==> config.mk <==
export PLATFORM = sky130hd
export DESIGN_NAME = rx_crc_ctrl_flat
export DESIGN_NICKNAME = d
export VERILOG_FILES = /design/src/rtl/rx_crc_ctrl_if.sv /design/src/rtl/rx_crc_ctrl.sv /design/src/flat_wrapper.sv
export SDC_FILE = /design/constraint.sdc
export NUM_CORES = 1
export LEC_CHECK = 0
export ABC_AREA = 0
export CAP_MARGIN = 40
export CELL_PAD_IN_SITES_DETAIL_PLACEMENT = 1
export CELL_PAD_IN_SITES_GLOBAL_PLACEMENT = 2
export CORE_ASPECT_RATIO = 2
export CORE_UTILIZATION = 29
export CTS_CLUSTER_SIZE = 16
export DETAILED_ROUTE_END_ITERATION = 7
export HOLD_SLACK_MARGIN = 0.05
export PLACE_DENSITY_LB_ADDON = 0.15
export SYNTH_ARGS = -nofsm -noshare
export SYNTH_HDL_FRONTEND = slang
export SYNTH_SLANG_ARGS = --single-unit
==> constraint.sdc <==
create_clock -name rxclk -period 1.8 [get_ports rxclk]
set_input_delay 0.36 -clock rxclk [delete_from_list [all_inputs] [get_ports rxclk]]
set_output_delay 0.36 -clock rxclk [all_outputs]
set_load 0.02 [all_outputs]
==> src/rtl/rx_crc_ctrl_if.sv <==
// rtl/rx_crc_ctrl_if.sv - receive-side and checker-side signal bundle for the rx CRC sequencer
interface rx_crc_ctrl_if #(
   parameter int CNT_W = 16
);
   // rx front end and CRC checker inputs
   logic             receiving;
   logic             get_terminator;
   logic [2:0]       terminator_location;
   logic             crc_check_valid;
   logic             crc_check_invalid;
   logic             stats_clr;

   // sequencer status and statistics
   logic             wait_crc_check;
   logic [2:0]       term_loc_q;
   logic             crc_ok;
   logic             crc_err;
   logic             crc_timeout;
   logic             rx_abort;
   logic             busy;
   logic [CNT_W-1:0] good_cnt;
   logic [CNT_W-1:0] bad_cnt;

   // sequencer side
   modport slave (
      input  receiving, get_terminator, terminator_location,
             crc_check_valid, crc_check_invalid, stats_clr,
      output wait_crc_check, term_loc_q, crc_ok, crc_err, crc_timeout,
             rx_abort, busy, good_cnt, bad_cnt
   );

   // rx engine side
   modport master (
      output receiving, get_terminator, terminator_location,
             crc_check_valid, crc_check_invalid, stats_clr,
      input  wait_crc_check, term_loc_q, crc_ok, crc_err, crc_timeout,
             rx_abort, busy, good_cnt, bad_cnt
   );
endinterface

==> src/rtl/rx_crc_ctrl.sv <==
// rtl/rx_crc_ctrl.sv - per-frame sequencer for the receive CRC check window and status counters
module rx_crc_ctrl #(
   parameter int CHECK_TIMEOUT = 12,
   parameter int CNT_W         = 16
) (
   input  logic          rxclk,
   input  logic          reset_n,
   rx_crc_ctrl_if.slave  bus
);

   // Timer only has to reach CHECK_TIMEOUT-1; one spare bit keeps the increment simple.
   localparam int TW = $clog2(CHECK_TIMEOUT) + 1;
   localparam logic [TW-1:0] TIMER_LAST = TW'(CHECK_TIMEOUT - 1);

   typedef enum logic [1:0] {
      ST_IDLE,
      ST_RECV,
      ST_WAIT_CHECK,
      ST_DONE
   } state_t;

   state_t           state_q,   state_d;
   logic [TW-1:0]    timer_q,   timer_d;
   logic [2:0]       term_loc_q, term_loc_d;
   logic             wait_q,    wait_d;
   logic             busy_q,    busy_d;
   logic             ok_q,      ok_d;
   logic             err_q,     err_d;
   logic             to_q,      to_d;
   logic             abort_q,   abort_d;
   logic [CNT_W-1:0] good_q,    good_d;
   logic [CNT_W-1:0] bad_q,     bad_d;

   // Next-state, terminator latch, timer and status pulse decisions
   always_comb begin
      state_d    = state_q;
      timer_d    = '0;
      term_loc_d = term_loc_q;
      ok_d       = 1'b0;
      err_d      = 1'b0;
      to_d       = 1'b0;
      abort_d    = 1'b0;

      case (state_q)
         ST_IDLE: begin
            if (bus.receiving) begin
               if (bus.get_terminator) begin
                  // Single-word frame: terminator arrives with the first receiving cycle.
                  term_loc_d = bus.terminator_location;
                  state_d    = ST_WAIT_CHECK;
               end else begin
                  state_d = ST_RECV;
               end
            end
         end

         ST_RECV: begin
            // A terminator beats a simultaneous drop of receiving.
            if (bus.get_terminator) begin
               term_loc_d = bus.terminator_location;
               state_d    = ST_WAIT_CHECK;
            end else if (!bus.receiving) begin
               abort_d = 1'b1;
               state_d = ST_IDLE;
            end
         end

         ST_WAIT_CHECK: begin
            // Strobes are checked before the timer so a late strobe still counts as the verdict.
            if (bus.crc_check_invalid) begin
               err_d   = 1'b1;
               state_d = ST_DONE;
            end else if (bus.crc_check_valid) begin
               ok_d    = 1'b1;
               state_d = ST_DONE;
            end else if (timer_q == TIMER_LAST) begin
               err_d   = 1'b1;
               to_d    = 1'b1;
               state_d = ST_DONE;
            end else begin
               timer_d = timer_q + TW'(1);
            end
         end

         ST_DONE: begin
            // Back-to-back frames: the next frame may already be arriving.
            if (bus.get_terminator) begin
               term_loc_d = bus.terminator_location;
               state_d    = ST_WAIT_CHECK;
            end else if (bus.receiving) begin
               state_d = ST_RECV;
            end else begin
               state_d = ST_IDLE;
            end
         end

         default: begin
            state_d = ST_IDLE;
         end
      endcase

      wait_d = (state_d == ST_WAIT_CHECK);
      busy_d = (state_d != ST_IDLE);
   end

   // Saturating frame counters, cleared by stats_clr in preference to counting
   always_comb begin
      good_d = good_q;
      bad_d  = bad_q;
      if (bus.stats_clr) begin
         good_d = '0;
         bad_d  = '0;
      end else begin
         if (ok_q && (good_q != {CNT_W{1'b1}})) begin
            good_d = good_q + CNT_W'(1);
         end
         if (err_q && (bad_q != {CNT_W{1'b1}})) begin
            bad_d = bad_q + CNT_W'(1);
         end
      end
   end

   // State, timer and registered outputs; reset drops any frame in flight silently
   always_ff @(posedge rxclk or negedge reset_n) begin
      if (!reset_n) begin
         state_q    <= ST_IDLE;
         timer_q    <= '0;
         term_loc_q <= '0;
         wait_q     <= 1'b0;
         busy_q     <= 1'b0;
         ok_q       <= 1'b0;
         err_q      <= 1'b0;
         to_q       <= 1'b0;
         abort_q    <= 1'b0;
         good_q     <= '0;
         bad_q      <= '0;
      end else begin
         state_q    <= state_d;
         timer_q    <= timer_d;
         term_loc_q <= term_loc_d;
         wait_q     <= wait_d;
         busy_q     <= busy_d;
         ok_q       <= ok_d;
         err_q      <= err_d;
         to_q       <= to_d;
         abort_q    <= abort_d;
         good_q     <= good_d;
         bad_q      <= bad_d;
      end
   end

   assign bus.wait_crc_check = wait_q;
   assign bus.term_loc_q     = term_loc_q;
   assign bus.crc_ok         = ok_q;
   assign bus.crc_err        = err_q;
   assign bus.crc_timeout    = to_q;
   assign bus.rx_abort       = abort_q;
   assign bus.busy           = busy_q;
   assign bus.good_cnt       = good_q;
   assign bus.bad_cnt        = bad_q;

endmodule
==> src/flat_wrapper.sv <==
// flat-port wrapper written by rule: the top's interface ports become plain ports
module rx_crc_ctrl_flat 
#(
   parameter int CHECK_TIMEOUT = 12,
   parameter int CNT_W         = 16
)
  (rxclk, reset_n, bus_receiving, bus_get_terminator, bus_terminator_location, bus_crc_check_valid, bus_crc_check_invalid, bus_stats_clr, bus_wait_crc_check, bus_term_loc_q, bus_crc_ok, bus_crc_err, bus_crc_timeout, bus_rx_abort, bus_busy, bus_good_cnt, bus_bad_cnt);
  rx_crc_ctrl_if #(.CNT_W(CNT_W)) bus_i ();
  input  logic rxclk;
  input  logic reset_n;
  input wire logic [$bits(bus_i.receiving)-1:0] bus_receiving;
  input wire logic [$bits(bus_i.get_terminator)-1:0] bus_get_terminator;
  input wire logic [$bits(bus_i.terminator_location)-1:0] bus_terminator_location;
  input wire logic [$bits(bus_i.crc_check_valid)-1:0] bus_crc_check_valid;
  input wire logic [$bits(bus_i.crc_check_invalid)-1:0] bus_crc_check_invalid;
  input wire logic [$bits(bus_i.stats_clr)-1:0] bus_stats_clr;
  output wire logic [$bits(bus_i.wait_crc_check)-1:0] bus_wait_crc_check;
  output wire logic [$bits(bus_i.term_loc_q)-1:0] bus_term_loc_q;
  output wire logic [$bits(bus_i.crc_ok)-1:0] bus_crc_ok;
  output wire logic [$bits(bus_i.crc_err)-1:0] bus_crc_err;
  output wire logic [$bits(bus_i.crc_timeout)-1:0] bus_crc_timeout;
  output wire logic [$bits(bus_i.rx_abort)-1:0] bus_rx_abort;
  output wire logic [$bits(bus_i.busy)-1:0] bus_busy;
  output wire logic [$bits(bus_i.good_cnt)-1:0] bus_good_cnt;
  output wire logic [$bits(bus_i.bad_cnt)-1:0] bus_bad_cnt;
  assign bus_i.receiving = bus_receiving;
  assign bus_i.get_terminator = bus_get_terminator;
  assign bus_i.terminator_location = bus_terminator_location;
  assign bus_i.crc_check_valid = bus_crc_check_valid;
  assign bus_i.crc_check_invalid = bus_crc_check_invalid;
  assign bus_i.stats_clr = bus_stats_clr;
  assign bus_wait_crc_check = bus_i.wait_crc_check;
  assign bus_term_loc_q = bus_i.term_loc_q;
  assign bus_crc_ok = bus_i.crc_ok;
  assign bus_crc_err = bus_i.crc_err;
  assign bus_crc_timeout = bus_i.crc_timeout;
  assign bus_rx_abort = bus_i.rx_abort;
  assign bus_busy = bus_i.busy;
  assign bus_good_cnt = bus_i.good_cnt;
  assign bus_bad_cnt = bus_i.bad_cnt;
  rx_crc_ctrl #(.CHECK_TIMEOUT(CHECK_TIMEOUT), .CNT_W(CNT_W)) u_core (.rxclk(rxclk), .reset_n(reset_n), .bus(bus_i));
endmodule
==> results_dict.tcl, run 1 <==
set metrics [dict create \
    synth_edf_count 0 \
    maxCapViolations 0 \
    fin_crit_ns 1.76 \
    n_antenna_cell 0 \
    status "complete, no violations" \
    synth_nets 254 \
    ios 51 \
    grt_max_degree 49 \
    final_layout_size_suffix_gt1_share_pct 21.6 \
    fin_cells 426 \
    grt_usage_pct 17.6 \
    overflow 0 \
    wl_met3_um 169 \
    highest_layer "met4" \
    route.met2.wl_mm 4.11 \
    yosys_most_used_dff "dfrtp_1" \
    synth_top_area_share_pct 48.8 \
    leakagePower_nw 1.55 \
    critPathLaunchType "flop" \
    maxSlewHeadroom_pct 73.5 \
    cp.buffers_inverters 1 \
    port_buffers 50 \
    clockRootBuffer "clkbuf_16" \
    slowest_delay_ns 0.65 \
    ys_seq_elements 48 \
    syn_area_sq_um 2460 \
    initial_core_util_pct 29.9 \
    rows 47 \
    firstDrtPassIters 4 \
    period_share_pct 97.6 \
    final.fill_count 947 \
    drt-met1-wl_mm 2.60 \
    yosysSeqAreaShare_pct 48.8 \
    clk_pin_slew_ns 0.07 \
    hpwl_mm 5.33 \
    peakVddDrop_uv 504 \
    cts.sinks 48 \
    ys_warn_count 0 \
    drtIter0Drc 64 \
    hold_viol 0 \
    setup_tns_ns 0 \
    crit_chain "clkdlybuf4s50_1" \
    core-area_sq_um 8230 \
    synth.avg_cell_area_sq_um 10.2 \
    ant_nets 0 \
    dieArea_sq_um 8880 \
    path_max_fanout 7 \
    mostFrequentLayoutCells "dfrtp_1 (41), clkdlybuf4s50_1 (37), buf_4 (37)" \
    cellPowerDensity_nw_per_um2 771 \
    layout_commonest_cell "dfrtp_1" \
    wl_per_cell_um 16.4 \
    clockBufferDepth 2 \
    area_delta_synth_final_pct 43.5 \
    fmax_mhz 569 \
    cts_hold_buf 0 \
    worst_slew_pin_slew_ns 0.393 \
    crit_slowest_cell "clkdlybuf4s50_1" \
    dp.cells 418 \
    vias 2238 \
    crit_required_ns 1.44 \
    cts_tree "done" \
    htree_levels 2 \
    crit_arrival_ns 1.40 \
    path_delay_family "buffers and inverters" \
    finClkSkew_ns 0.00890 \
    rsz0062_at_grt "true" \
    fp.dieW_um 67.1 \
    p_total_w 0.00272 \
    path_class "reg -> out" \
    cts_buffers 5 \
    die_h_um 132 \
    synthCells 241 \
    slew_violations 0 \
    viasPerCell 5.25 \
    drc 0 \
    setup_viol 0 \
    grt_pass1_wl_mm 11.7 \
    dpl-instance-area_sq_um 3320 \
    synth.area.top_cells "dfrtp_1 (49%), a21oi_1 (4.5%), nand3_1 (3.9%)" \
    gp_congestion 0.746 \
    stdcell_area_sq_um 3530 \
    ys_async_sr_fraction_pct 100 \
    insertion_delay_ns 0.29 \
    nets 341 \
    end_kind "primary output" \
    antenna_found_initial 0 \
    grt_pass1_vias 2358 \
    yosysUniqueCellTypes 49 \
    wirelength_mm 7.01 \
    hp-class "in -> async" \
    yosysTopAreaCell "dfrtp_1" \
]
## worst paths after layout
path | startpoint | end | slack (ns) | depth (start not counted)
hold / removal | reset_n | u_core.bus.bad_cnt[2] | 0.04 | 2
max in group asynchronous | reset_n | u_core.bus.good_cnt[0] | 1.48 | 2
setup / recovery | u_core.bus.good_cnt[11] | bus_good_cnt[11] | 0.04 | 1
setup reg to reg | u_core.bus.bad_cnt[0] | u_core.bus.bad_cnt[15] | 0.06 | 6
hold reg to reg | u_core.state_q[1] | u_core.bus.rx_abort | 0.47 | 1
min in group rxclk | u_core.state_q[1] | u_core.bus.rx_abort | 0.47 | 1
## where the power goes
| group | switching [W] | internal, W | leakage (nW) | total [W] |
|---|---|---|---|---|
| registers | 0.0000541 | 0.00115 | 0.641 | 0.00121 |
| logic | 0.000233 | 0.000224 | 0.828 | 0.000458 |
| clock network | 0.000406 | 0.000649 | 0.0769 | 0.00106 |
| total | 0.000693 | 0.00203 | 1.55 | 0.00272 |
## state kept, by name (all words and copies together), names as in the netlist
signal                     count
u_core.bus.bad_cnt            16
u_core.bus.crc_ok              1
u_core.bus.good_cnt           16
u_core.bus.busy                1
u_core.bus.term_loc_q          3
u_core.bus.crc_timeout         1
u_core.timer_q                 5
u_core.bus.crc_err             1
u_core.bus.rx_abort            1
u_core.state_q                 2
u_core.bus.wait_crc_check      1
## through the flow
stage | worst slack [ns] | hold WS (ns) | utilization [%]
global placement | 0.0392 | 0.375 | 40.3
finish | 0.0437 | 0.0363 | 42.9
detailed placement | 0.0342 | 0.375 | 40.3
floorplan | 0.0133 | 0.0644 | -
CTS | 0.00593 | 0.0599 | 42.2
global route | -0.0202 | 0.0639 | 42.9
## cell type report
class                      count  area [sq um]  area share [%]
timing repair buffer          89           816            23.1
sequential                    48          1210            34.3
tap                           98           123            3.47
inverter                       6          22.5           0.638
clock buffer                   6           129            3.65
multi-input combinational    178          1200            34.0
clock inverter                 1          30.0           0.850
## cell families after synthesis
logic type	after synthesis	synth area share, %
simple gates	104	25.7
compound gates	57	14.9
flops	48	48.8
buf+inv	15	3.46
xor+xnor	7	2.49
mux	7	3.10
fa+ha+maj	3	1.53
## cells in the mapped netlist, types with 3 or more instances
cell	instances
inv_1	6
nor4_1	3
xor2_1	3
nand2_1	10
o31ai_1	7
xnor2_1	4
buf_2	4
ha_1	3
nor3_1	4
dfrtp_1	48
or4_1	8
a21oi_1	22
or3_1	11
and4_1	3
nand2b_1	3
nand4_1	8
nor2_1	18
nor2b_1	3
mux2_2	5
nand3_1	19
o21ai_0	15
## metal layers
layer	global-route usage (%)	up-vias
met2	33.1	36
met4	5.67	0
li1	-	1077
met5	0	-
met3	2.60	7
met1	18.9	1118
## timing repair
action | in CTS | in global routing
endpoints found under the setup margin | 6 | 19
buffers inserted | 0 | 1
pin swaps | 0 | 2
gates resized for setup | 7 | 16
Note: power is estimated with default switching activity, not from simulation.
==> inputs of run 2 (changes only) <==
- CTS_CLUSTER_DIAMETER: not set -> 80
==> results of run 2 <==
Same layout as run 1: the final DEF is identical, and so are final timing and power.
